### src/rtl/lut_mult_accum_pkg.sv
`default_nettype none
// ============================================================================
// Module      : lut_mult_accum_pkg
// Description : Shared types and helpers for the product accumulator.
//               Provides the two-state FSM encoding, the result term-count
//               width and a ceil(log2) helper for sizing the accumulator
//               against the frame length.
// Revision    : 1.0  initial release
// ============================================================================
package lut_mult_accum_pkg;

    // Width of the out_count term counter (frames are 1..255 products)
    localparam int COUNT_WIDTH = 8;

    // Accumulate products until the frame closes, then hold the result
    typedef enum logic [0:0] {
        ST_ACCUM = 1'b0,
        ST_DONE  = 1'b1
    } state_t;

    // ceil(log2(value)); returns 0 for value <= 1
    function automatic int clog2(input int value);
        int result;
        int v;
        result = 0;
        v      = value - 1;
        while (v > 0) begin
            result = result + 1;
            v      = v >> 1;
        end
        return result;
    endfunction

endpackage
`default_nettype wire

### src/rtl/lut_mult_accum.sv
`default_nettype none
// ============================================================================
// Module      : lut_mult_accum
// Description : Accumulate half of a constant-coefficient MAC. Sums up to
//               ACC_COUNT unsigned products (fewer when in_last closes the
//               frame early) and presents sum and term count on a
//               valid/ready output, holding them until taken. Input is
//               stalled while a result waits.
// Ports       : clk        rising-edge clock
//               rst        asynchronous active-high reset
//               in_valid   in_prod/in_last valid
//               in_ready   product can be accepted this cycle
//               in_prod    unsigned product [PROD_WIDTH]
//               in_last    this beat closes the frame early
//               out_valid  out_sum/out_count valid
//               out_ready  consumer takes the result this cycle
//               out_sum    frame sum [ACC_WIDTH]
//               out_count  number of products in the frame [8]
// Revision    : 1.0  initial release
// ============================================================================
module lut_mult_accum
    import lut_mult_accum_pkg::*;
#(
    parameter int PROD_WIDTH = 16,
    parameter int ACC_COUNT  = 4,
    parameter int ACC_WIDTH  = 18
) (
    input  logic                   clk,
    input  logic                   rst,
    input  logic                   in_valid,
    output logic                   in_ready,
    input  logic [PROD_WIDTH-1:0]  in_prod,
    input  logic                   in_last,
    output logic                   out_valid,
    input  logic                   out_ready,
    output logic [ACC_WIDTH-1:0]   out_sum,
    output logic [COUNT_WIDTH-1:0] out_count
);

    // Counter value of the final beat of a full frame
    localparam logic [COUNT_WIDTH-1:0] c_LAST_CNT = COUNT_WIDTH'(ACC_COUNT - 1);

    state_t                 r_state;
    logic [ACC_WIDTH-1:0]   r_acc;
    logic [COUNT_WIDTH-1:0] r_cnt;
    logic                   r_in_ready;
    logic                   r_out_valid;
    logic [ACC_WIDTH-1:0]   r_out_sum;
    logic [COUNT_WIDTH-1:0] r_out_count;

    logic                   w_accept;
    logic                   w_close;
    logic [ACC_WIDTH-1:0]   w_sum;
    logic [COUNT_WIDTH-1:0] w_cnt_inc;

    // r_in_ready is low only in DONE and during reset, so gating on it alone
    // also keeps the block deaf until the first edge after reset release.
    assign w_accept  = in_valid && r_in_ready;
    assign w_close   = (r_cnt == c_LAST_CNT) || in_last;
    assign w_sum     = r_acc + ACC_WIDTH'(in_prod);
    assign w_cnt_inc = r_cnt + COUNT_WIDTH'(1);

    always_ff @(posedge clk or posedge rst) begin
        if (rst) begin
            r_state     <= ST_ACCUM;
            r_acc       <= '0;
            r_cnt       <= '0;
            r_in_ready  <= 1'b0;
            r_out_valid <= 1'b0;
            r_out_sum   <= '0;
            r_out_count <= '0;
        end else begin
            case (r_state)
                ST_ACCUM: begin
                    r_in_ready  <= 1'b1;
                    r_out_valid <= 1'b0;
                    if (w_accept) begin
                        if (w_close) begin
                            r_out_sum   <= w_sum;
                            r_out_count <= w_cnt_inc;
                            r_acc       <= '0;
                            r_cnt       <= '0;
                            r_state     <= ST_DONE;
                            r_in_ready  <= 1'b0;
                            r_out_valid <= 1'b1;
                        end else begin
                            r_acc <= w_sum;
                            r_cnt <= w_cnt_inc;
                        end
                    end
                end
                ST_DONE: begin
                    if (out_ready) begin
                        r_state     <= ST_ACCUM;
                        r_in_ready  <= 1'b1;
                        r_out_valid <= 1'b0;
                    end
                end
                default: begin
                    r_state     <= ST_ACCUM;
                    r_in_ready  <= 1'b1;
                    r_out_valid <= 1'b0;
                end
            endcase
        end
    end

    assign in_ready  = r_in_ready;
    assign out_valid = r_out_valid;
    assign out_sum   = r_out_sum;
    assign out_count = r_out_count;

endmodule
`default_nettype wire

### config.mk
export PLATFORM = sky130hd
export DESIGN_NAME = lut_mult_accum
export DESIGN_NICKNAME = d
export VERILOG_FILES = /design/src/rtl/lut_mult_accum_pkg.sv /design/src/rtl/lut_mult_accum.sv
export SDC_FILE = /design/constraint.sdc
export NUM_CORES = 1
export LEC_CHECK = 0
export ABC_AREA = 1
export CAP_MARGIN = 40
export CORE_MARGIN = 1
export CORE_UTILIZATION = 25
export CTS_BUF_LIST = sky130_fd_sc_hd__clkbuf_2 sky130_fd_sc_hd__clkbuf_4 sky130_fd_sc_hd__clkbuf_8
export DETAILED_ROUTE_END_ITERATION = 12
export PLACE_DENSITY = 0.57
export SLEW_MARGIN = 15
export SYNTH_ARGS = -nofsm -noshare
export SYNTH_HDL_FRONTEND = slang
export SYNTH_SLANG_ARGS = --single-unit
### constraint.sdc
create_clock -name clk -period 1.7 [get_ports clk]
set_input_delay 0.34 -clock clk [delete_from_list [all_inputs] [get_ports clk]]
set_output_delay 0.34 -clock clk [all_outputs]
set_load 0.02 [all_outputs]
**After elaboration in Yosys (flattened, before gate mapping)**

Index checks and enable logic that the tools add are counted.

- Register bits after elaboration: 55
- Bits of input ports: 21
- Output and inout port bits: 28
- Word-level logic and storage cells: 28

- Add/sub/neg operators: 2
- Equal/unequal tests: 2
- Mux-type cells: 12
- Bitwise gates (word level): 1
- Reductions and logical operators: 4

Operator list:

| kind | count |
|---|---|
| $add 18x16->18 | 1 |
| $mux 18 | 1 |
| $add 8x1->8 const B | 1 |
| $eq 8x2->1 const B | 1 |
| $mux 8 | 1 |
| $mux 1 | 7 |
| $pmux 1 s2 | 3 |
| $reduce_and 3->1 | 1 |
| $ne 2x2->1 const B | 1 |
| $reduce_and 2->1 | 1 |
| $logic_and 1x1->1 | 1 |
| $logic_or 1x1->1 | 1 |
| $not 1->1 | 1 |

**Depth between registers and ports, before layout**

Gate-level depths: netlist (run 1).

- Depth in word-level cells: 5
- Mapped depth: 12
- Gate-level depth less buffers: 12

**Least setup slack after synthesis (run 1)**

Ideal clock, no wire load.

- Kind: input port to flip-flop
- From: input port in_prod[0]
- To: register r_out_sum[12], in the netlist out_sum[12]
- Library setup time: 117 ps
- Arrival: 1593 ps
- Required time: 1583 ps
- Path slack: -10 ps
- Stages on the path: 11
- Path buffers: 0
- Cell sequence: ha_1 inv_1 fa_1 o21ai_2 nand2_1 nand2_1 nand2_1 nand2_1 nand2_1 nand3_1 nand2_1

- Cells in the longest elaborated chain, start to end: 1

RTL lines:

| what | line | RTL |
|---|---|---|
| start, declared | lut_mult_accum.sv:32 | `input logic [PROD_WIDTH-1:0] in_prod,` |
| $add 18x16->18 | lut_mult_accum.sv:60 | `assign w_sum = r_acc + ACC_WIDTH'(in_prod);` |
| end signal, assigned | lut_mult_accum.sv:79 | `r_out_sum <= w_sum;` |
| end, declared | lut_mult_accum.sv:48 | `logic [ACC_WIDTH-1:0] r_out_sum;` |

No other way between the ends.
A chain may end at the register's enable or synchronous reset.

**Final worst setup path (run 1)**

- From: register r_acc[0]
- To: register r_out_sum[14], in the netlist out_sum[14]

- Cells in the longest elaborated chain, start to end: 1

RTL lines:

| what | line | RTL |
|---|---|---|
| start, declared | lut_mult_accum.sv:44 | `logic [ACC_WIDTH-1:0] r_acc;` |
| start signal, assigned | lut_mult_accum.sv:87 | `r_acc <= w_sum;` |
| $add 18x16->18 | lut_mult_accum.sv:60 |  |

No other way between the ends.

==> flow_summary_export.csv, run 1 <==
group,metric,value,unit
critical_path,critical_path_arrival,1990,ps
finish,fin_cells,662,
timing,tightest_slew,364.3,ps
job,max-cap-violations,0,
synthesis,syn_inst,398,
hold_path,hp-class,"in -> async",
timing,fin_crit_sh,104.6,%
finish,final_nets,532,
finish,antenna_cells,0,
route,wirelength,8.680,mm
timing,fin_setup_tns,-399.6,ps
synthesis,syn_area_per_cell,7.972,um2
status,status,"finished, violations left",
route,drtIter0Drc,104,
power,power.density,1569,nW/um2
critical_path,r2r_setup_slack,-80,ps
placed_design,dp.cells,639,
clock_tree,numCtsBuffers,5,
status,failed_checks,"negative setup slack",
synthesis,synthesis.nets,437,
global_routing,grt_max_degree,56,
floorplanning,start_util,25.98,%
global_routing,top_usage_layer,"met2",
power,finalPower,7.854,mW
clock_tree,cts_tree,"built",
route,vias,2952,
global_routing,antenna_found_initial,0,
timing,max_freq,562.5,MHz
clock_tree,cts_sinks,55,
route,vias_per_cell,4.459,
critical_path,r2r_end,"out_sum[14]$_DFFE_PP0P_",
clock_tree,hold_buffers,0,
floorplanning,die_w,114.7,um
placed_design,hpwl,5.655,mm
timing,maxSlewViolCount,0,
power,ir_worst_vdd,605.9,uV
timing,hold_viol,0,
finish,fill_cells,1186,
global_routing,grt_use_met3,2.170,%
placed_design,place.gp.congestion,0.8276,
global_routing,grt_overflow,0,
floorplanning,placementRows,40,
global_routing,grt_pass1_wl,13.83,mm
timing,whs,367.9,ps
clock_tree,root_buffer,"clkbuf_8",
critical_path,cp-start-kind,"register",
floorplanning,io_pins,49,
critical_path,crit_path_end_kind,"register",
clock_tree,htreeDepth,2,
timing,max_slew_margin,75.65,%
timing,skew,5.374,ps
placed_design,place_area,4088,um2
global_routing,met1_usage,17.32,%
synthesis,yosysSeqAreaShare,43.38,%
finish,final_layout_size_suffix_gt1_share,36.03,%
critical_path,crit_type,"reg -> reg",
route,drt_pass1_iterations,4,
route,route.detailed.drc,0,
critical_path,r2r_cells,11,
critical_path,r2r-start,"r_acc[0]$_DFFE_PP0P_",
timing,rsz0062_at_grt,"true",
power,power.leakage,2.593,nW
route,drtAntennaViolNets,0,
placed_design,post-place-ws,-647.7,ps
finish,finalInstanceArea,5007,um2
finish,final_util,41.00,%
route,avgRoutedWirePerCell,13.11,um
global_routing,grt_pass1_vias,2902,
placed_design,io_buffers,48,
clock_tree,clkLatencyLatePin,320,ps
clock_tree,clk_pin_slew_worst_paths,110,ps
critical_path,critPathRequiredTime,1920,ps
synthesis,netlist_area,3173,um2
synthesis,yosysWarnings,0,
synthesis,synth_cell_types,31,
synthesis,synth-seq-cells,55,
timing,min_period,1778,ps
clock_tree,clockBufferDepth,2,
global_routing,grt_use_met2,22.63,%
timing,timing.final.ws_setup,-77.69,ps
critical_path,cp_max_fo,3,
finish,areaGrowthSynthToFinish,57.81,%
global_routing,grtUsageTotal,13.29,%
floorplanning,design.core.area,12210,um2
floorplanning,die-area,13150,um2
timing,setup_violations,10,
floorplanning,dieHeight,114.7,um
==> cell type report <==
class | instances | area [um2] | area share (%)
multi-input cells | 290 | 2136 | 42.65
flip-flops and latches | 55 | 1376 | 27.49
repair buffers | 95 | 997.2 | 19.92
well taps | 168 | 210.2 | 4.198
inverters | 46 | 185.2 | 3.698
clock buffers | 6 | 82.58 | 1.649
clock inverters | 2 | 20.02 | 0.3998
==> cell usage after synthesis, drive strengths merged <==
library cell / n / area (um2)
nand3b: 3 / 22.52
ha: 17 / 212.7
clkinv: 1 / 8.760
xnor2: 9 / 78.83
inv: 45 / 168.9
nor4: 2 / 18.77
o21a: 1 / 7.510
and2: 1 / 6.260
nor3: 3 / 15.01
clkbuf: 2 / 7.510
nand3: 32 / 160.2
buf: 6 / 66.31
fa: 1 / 20.02
xor2: 4 / 35.03
a21o: 1 / 7.510
or2: 1 / 6.260
o21ai: 33 / 221.5
dfrtp: 55 / 1376
nand2: 145 / 554.3
nor2: 14 / 62.56
o22ai: 5 / 31.28
a21oi: 17 / 85.08
==> timing repair <==
item	CTS	global route
buffers inserted	2	10
pin swaps	11	38
cloned	0	5
endpoints found under the setup margin	28	47
gates resized for setup	40	128
==> layout by cell type (no fill, tap or decap), drive strengths merged <==
cell type and n:
nor2 14, o21ai 33, fa 1, clkdlybuf4s50 20, nor4 2, inv 46, nand2 146, or2 1
ha 17, nand3 32, and2 1, o22ai 5, dlymetal6s2s 22, nand3b 3, clkinv 2, nor3 3
dlygate4sd2 6, a21o 1, a21oi 17, xnor2 9, dfrtp 55, xor2 4, clkbuf 9, buf 44
o21a 1
==> worst max path at each step <==
stage	startpoint	endpoint	slack, ps
floorplan	rst	in_ready$_DFFE_PP0P_	20
global placement	in_prod[0]	out_sum[14]$_DFFE_PP0P_	-560
detailed placement	in_prod[0]	out_sum[16]$_DFFE_PP0P_	-650
CTS	r_acc[0]$_DFFE_PP0P_	out_sum[14]$_DFFE_PP0P_	-160
global route	r_acc[0]$_DFFE_PP0P_	r_acc[14]$_DFFE_PP0P_	-160
finish	r_acc[0]$_DFFE_PP0P_	out_sum[14]$_DFFE_PP0P_	-80
==> kinds of logic after synthesis <==
kind of cell / share of synthesized area, %
AOI/OAI and AO/OA: 11.12
xor gates and xnor gates: 3.588
adders and majority gates: 7.334
buffers and inverters: 7.926
DFF: 43.38
and+or+nand+nor: 26.66
==> critical path: stages, from the launching register on <==
cell,delay [ps]
dfrtp_1,370
ha_2,190
inv_2,40
fa_2,360
o21ai_4,180
nand2_1,90
nand2_2,120
nand2_2,90
nand2_2,70
nand2_2,70
nand3_2,50
nand2_1,50
==> state kept, by name, summed over array words and instances, names as in the netlist <==
signal	count
out_valid	1
in_ready	1
out_count	8
r_cnt	8
r_acc	18
r_state	1
out_sum	18
==> metal layers <==
layer	routed length [um]	up-vias	share of wire (%)
met5	0	-	0
met3	319	11	3.7
met4	125	0	1.4
li1	-	1466	-
met1	4036	1423	46
met2	4199	52	48
==> power breakdown <==
group	total (mW)	internal [mW]	switching (mW)
registers	2.17	1.78	0.399
logic	4.84	2.29	2.55
clock network	0.839	0.345	0.494
Note: power is estimated with default switching activity, not from simulation.
==> inputs of run 2 (changes only) <==
--- a/config.mk
+++ b/config.mk
@@ -10,6 +10,7 @@
 export CORE_MARGIN = 1
 export CORE_UTILIZATION = 25
 export CTS_BUF_LIST = sky130_fd_sc_hd__clkbuf_2 sky130_fd_sc_hd__clkbuf_4 sky130_fd_sc_hd__clkbuf_8
+export CTS_CLUSTER_DIAMETER = 200
 export DETAILED_ROUTE_END_ITERATION = 12
 export PLACE_DENSITY = 0.57
 export SLEW_MARGIN = 15
==> results of run 2 <==
The final DEF is identical to that of run 1; final timing and power are the same.
==> inputs of run 3 (changes only) <==
--- a/config.mk
+++ b/config.mk
@@ -8,11 +8,11 @@
 export ABC_AREA = 1
 export CAP_MARGIN = 40
 export CORE_MARGIN = 1
-export CORE_UTILIZATION = 25
+export CORE_UTILIZATION = 51
 export CTS_BUF_LIST = sky130_fd_sc_hd__clkbuf_2 sky130_fd_sc_hd__clkbuf_4 sky130_fd_sc_hd__clkbuf_8
 export CTS_CLUSTER_DIAMETER = 200
 export DETAILED_ROUTE_END_ITERATION = 12
-export PLACE_DENSITY = 0.57
+export PLACE_DENSITY = 0.91
 export SLEW_MARGIN = 15
 export SYNTH_ARGS = -nofsm -noshare
 export SYNTH_HDL_FRONTEND = slang
==> flow_summary_export.csv, run 3 (same netlist as run 1, synthesis figures left out) <==
group,metric,value,unit
power,power.leakage,2.372,nW
floorplanning,die_w,80.88,um
power,power.density,1805,nW/um2
clock_tree,root_buffer,"clkbuf_8",
finish,final_nets,537,
clock_tree,htreeDepth,2,
status,status,"finished, violations left",
finish,mostFrequentLayoutCells,"nand2_1 (106), dfrtp_1 (55), buf_4 (42)",
timing,rsz0062_at_grt,"true",
route,vias,3649,
power,power.share.sequential,25.4,%
timing,min_period,2157,ps
clock_tree,cts_sinks,55,
placed_design,io_buffers,48,
placed_design,hpwl,5.393,mm
critical_path,critical_path.startpoint,"r_acc[7]$_DFFE_PP0P_",
timing,maxSlewViolCount,0,
critical_path,cp-start-kind,"register",
critical_path,crit_path_end_kind,"register",
finish,antenna_cells,0,
finish,final_layout_size_suffix_gt1_share,36.14,%
global_routing,grt_max_degree,56,
timing,fin_crit_sh,126.9,%
timing,fin_setup_tns,-5349,ps
route,route.detailed.drc,0,
global_routing,grt_pass1_wl,14.18,mm
clock_tree,hold_buffers,0,
power,swShare,46.46,%
route,drt_pass1_iterations,9,
floorplanning,die-area,6541,um2
clock_tree,numCtsBuffers,5,
critical_path,critical_path_arrival,2350,ps
floorplanning,dieHeight,80.88,um
power,clock_power_share,10.2,%
global_routing,antenna_found_initial,0,
power,finalPower,8.758,mW
global_routing,grt_overflow,0,
clock_tree,clockBufferDepth,2,
critical_path,crit_type,"reg -> reg",
hold_path,hp-class,"in -> async",
job,max-cap-violations,0,
clock_tree,clk_pin_slew_worst_paths,110,ps
critical_path,r2r_cells,11,
floorplanning,placementRows,28,
floorplanning,io_pins,49,
critical_path,cp_max_fo,3,
placed_design,place.gp.congestion,0.8723,
clock_tree,clkLatencyLatePin,320,ps
critical_path,critPathRequiredTime,1900,ps
timing,tightest_slew,424.3,ps
route,wirelength,12.57,mm
timing,timing.final.ws_setup,-456.7,ps
timing,hold_viol,0,
global_routing,grt_pass1_vias,3193,
timing,skew,17.19,ps
timing,max_freq,463.7,MHz
finish,areaGrowthSynthToFinish,52.88,%
route,drtAntennaViolNets,0,
power,internal_power,4.689,mW
power,ir_worst_vdd,968.4,uV
floorplanning,start_util,53.28,%
critical_path,r2r_setup_slack,-460,ps
timing,setup_violations,24,
critical_path,r2r-start,"r_acc[7]$_DFFE_PP0P_",
power,power.switching,4.069,mW
global_routing,grtUsageTotal,28.67,%
placed_design,post-place-ws,-604.4,ps
route,avgRoutedWirePerCell,21.94,um
status,failed_checks,"negative setup slack",
floorplanning,design.core.area,5956,um2
route,vias_per_cell,6.368,
route,drtIter0Drc,553,
timing,max_slew_margin,71.41,%
critical_path,crit_path_end,"out_sum[14]$_DFFE_PP0P_",
finish,final_common_cell,"nand2_1",
power,p_comb_share,64.4,%
clock_tree,cts_tree,"built",
critical_path,r2r_end,"out_sum[14]$_DFFE_PP0P_",
run 3: cell types whose count changed in the layout (fill, tap and decap cells not counted), sizes merged:
cell / delta
clkdlybuf4s50: +19
dlymetal6s2s: -17
buf: +7
inv: -1
clkinv: -1
clkbuf: -2
bufinv: +1
dlygate4sd2: -2
run 3: power groups by stage:
stage          sequential (mW)  combinational [mW]  clock (mW)
6_report                  2.22                5.64       0.892
5_1_grt                   2.25                5.94       0.926
4_1_cts                   2.09                4.02       0.884
3_5_place_dp              2.09                3.73           0
3_3_place_gp              2.07                3.59           0
2_1_floorplan             2.34                1.99           0
run 3: metal layers:
metal | vias to the layer above | part of all wire [%] | GRT usage [%]
li1 | 1478 | - | -
met1 | 1677 | 35 | 34.36
met2 | 372 | 45 | 48.40
met3 | 122 | 12 | 6.067
met4 | 0 | 7.6 | 14.64
met5 | - | 0 | 0
run 3: repair_timing:
item                                    in CTS  in global routing
endpoints found under the hold margin        0                  0
endpoints found under the setup margin      27                 43
resized for setup                           34                108
gates cloned                                 0                  3
pin swaps                                   16                 35
setup buffers                                1                 11
run 3: through the flow:
step	instances	area, um2	hold slack [ps]	utilization, %
after floorplan	398	3173	452.9	-
after global placement	551	3996	461.1	67.10
after detailed placement	551	3996	466.8	67.10
after CTS	559	4249	404.6	71.34
after global routing	573	4851	431.1	81.45
final	573	4851	390.9	81.45
run 3: cell type report:
type                            count  area, um2
Clock buffer                        6      76.32
Clock inverter                      1      30.03
Fill cell                         286       1105
Inverter                           46      177.7
Multi-Input combinational cell    290       2141
Sequential cell                    55       1376
Tap cell                           75      93.84
Timing Repair Buffer              100      955.9
run 3: how the worst min path moves through the flow:
| stage | from | endpoint | slack (ps) |
|---|---|---|---|
| 3_3_place_gp | out_sum[5]$_DFFE_PP0P_ | out_sum[5]$_DFFE_PP0P_ | 460 |
| 3_5_place_dp | out_count[5]$_DFFE_PP0P_ | out_count[5]$_DFFE_PP0P_ | 470 |
| 2_1_floorplan | r_acc[5]$_DFFE_PP0P_ | r_acc[5]$_DFFE_PP0P_ | 450 |
| 4_1_cts | rst | out_sum[7]$_DFFE_PP0P_ | 400 |
| 5_1_grt | rst | out_count[0]$_DFFE_PP0P_ | 430 |
| 6_report | rst | out_sum[0]$_DFFE_PP0P_ | 390 |
run 3: critical path: stages, from the launching register on:
cell and delay, ps:
dfrtp_1 470, ha_4 340, buf_4 160, nand2_1 120
inv_1 120, nand2_1 120, nor3_1 280, nand2_2 120
nand2_1 90, nand2_1 80, nand3_1 90, nand2_1 60
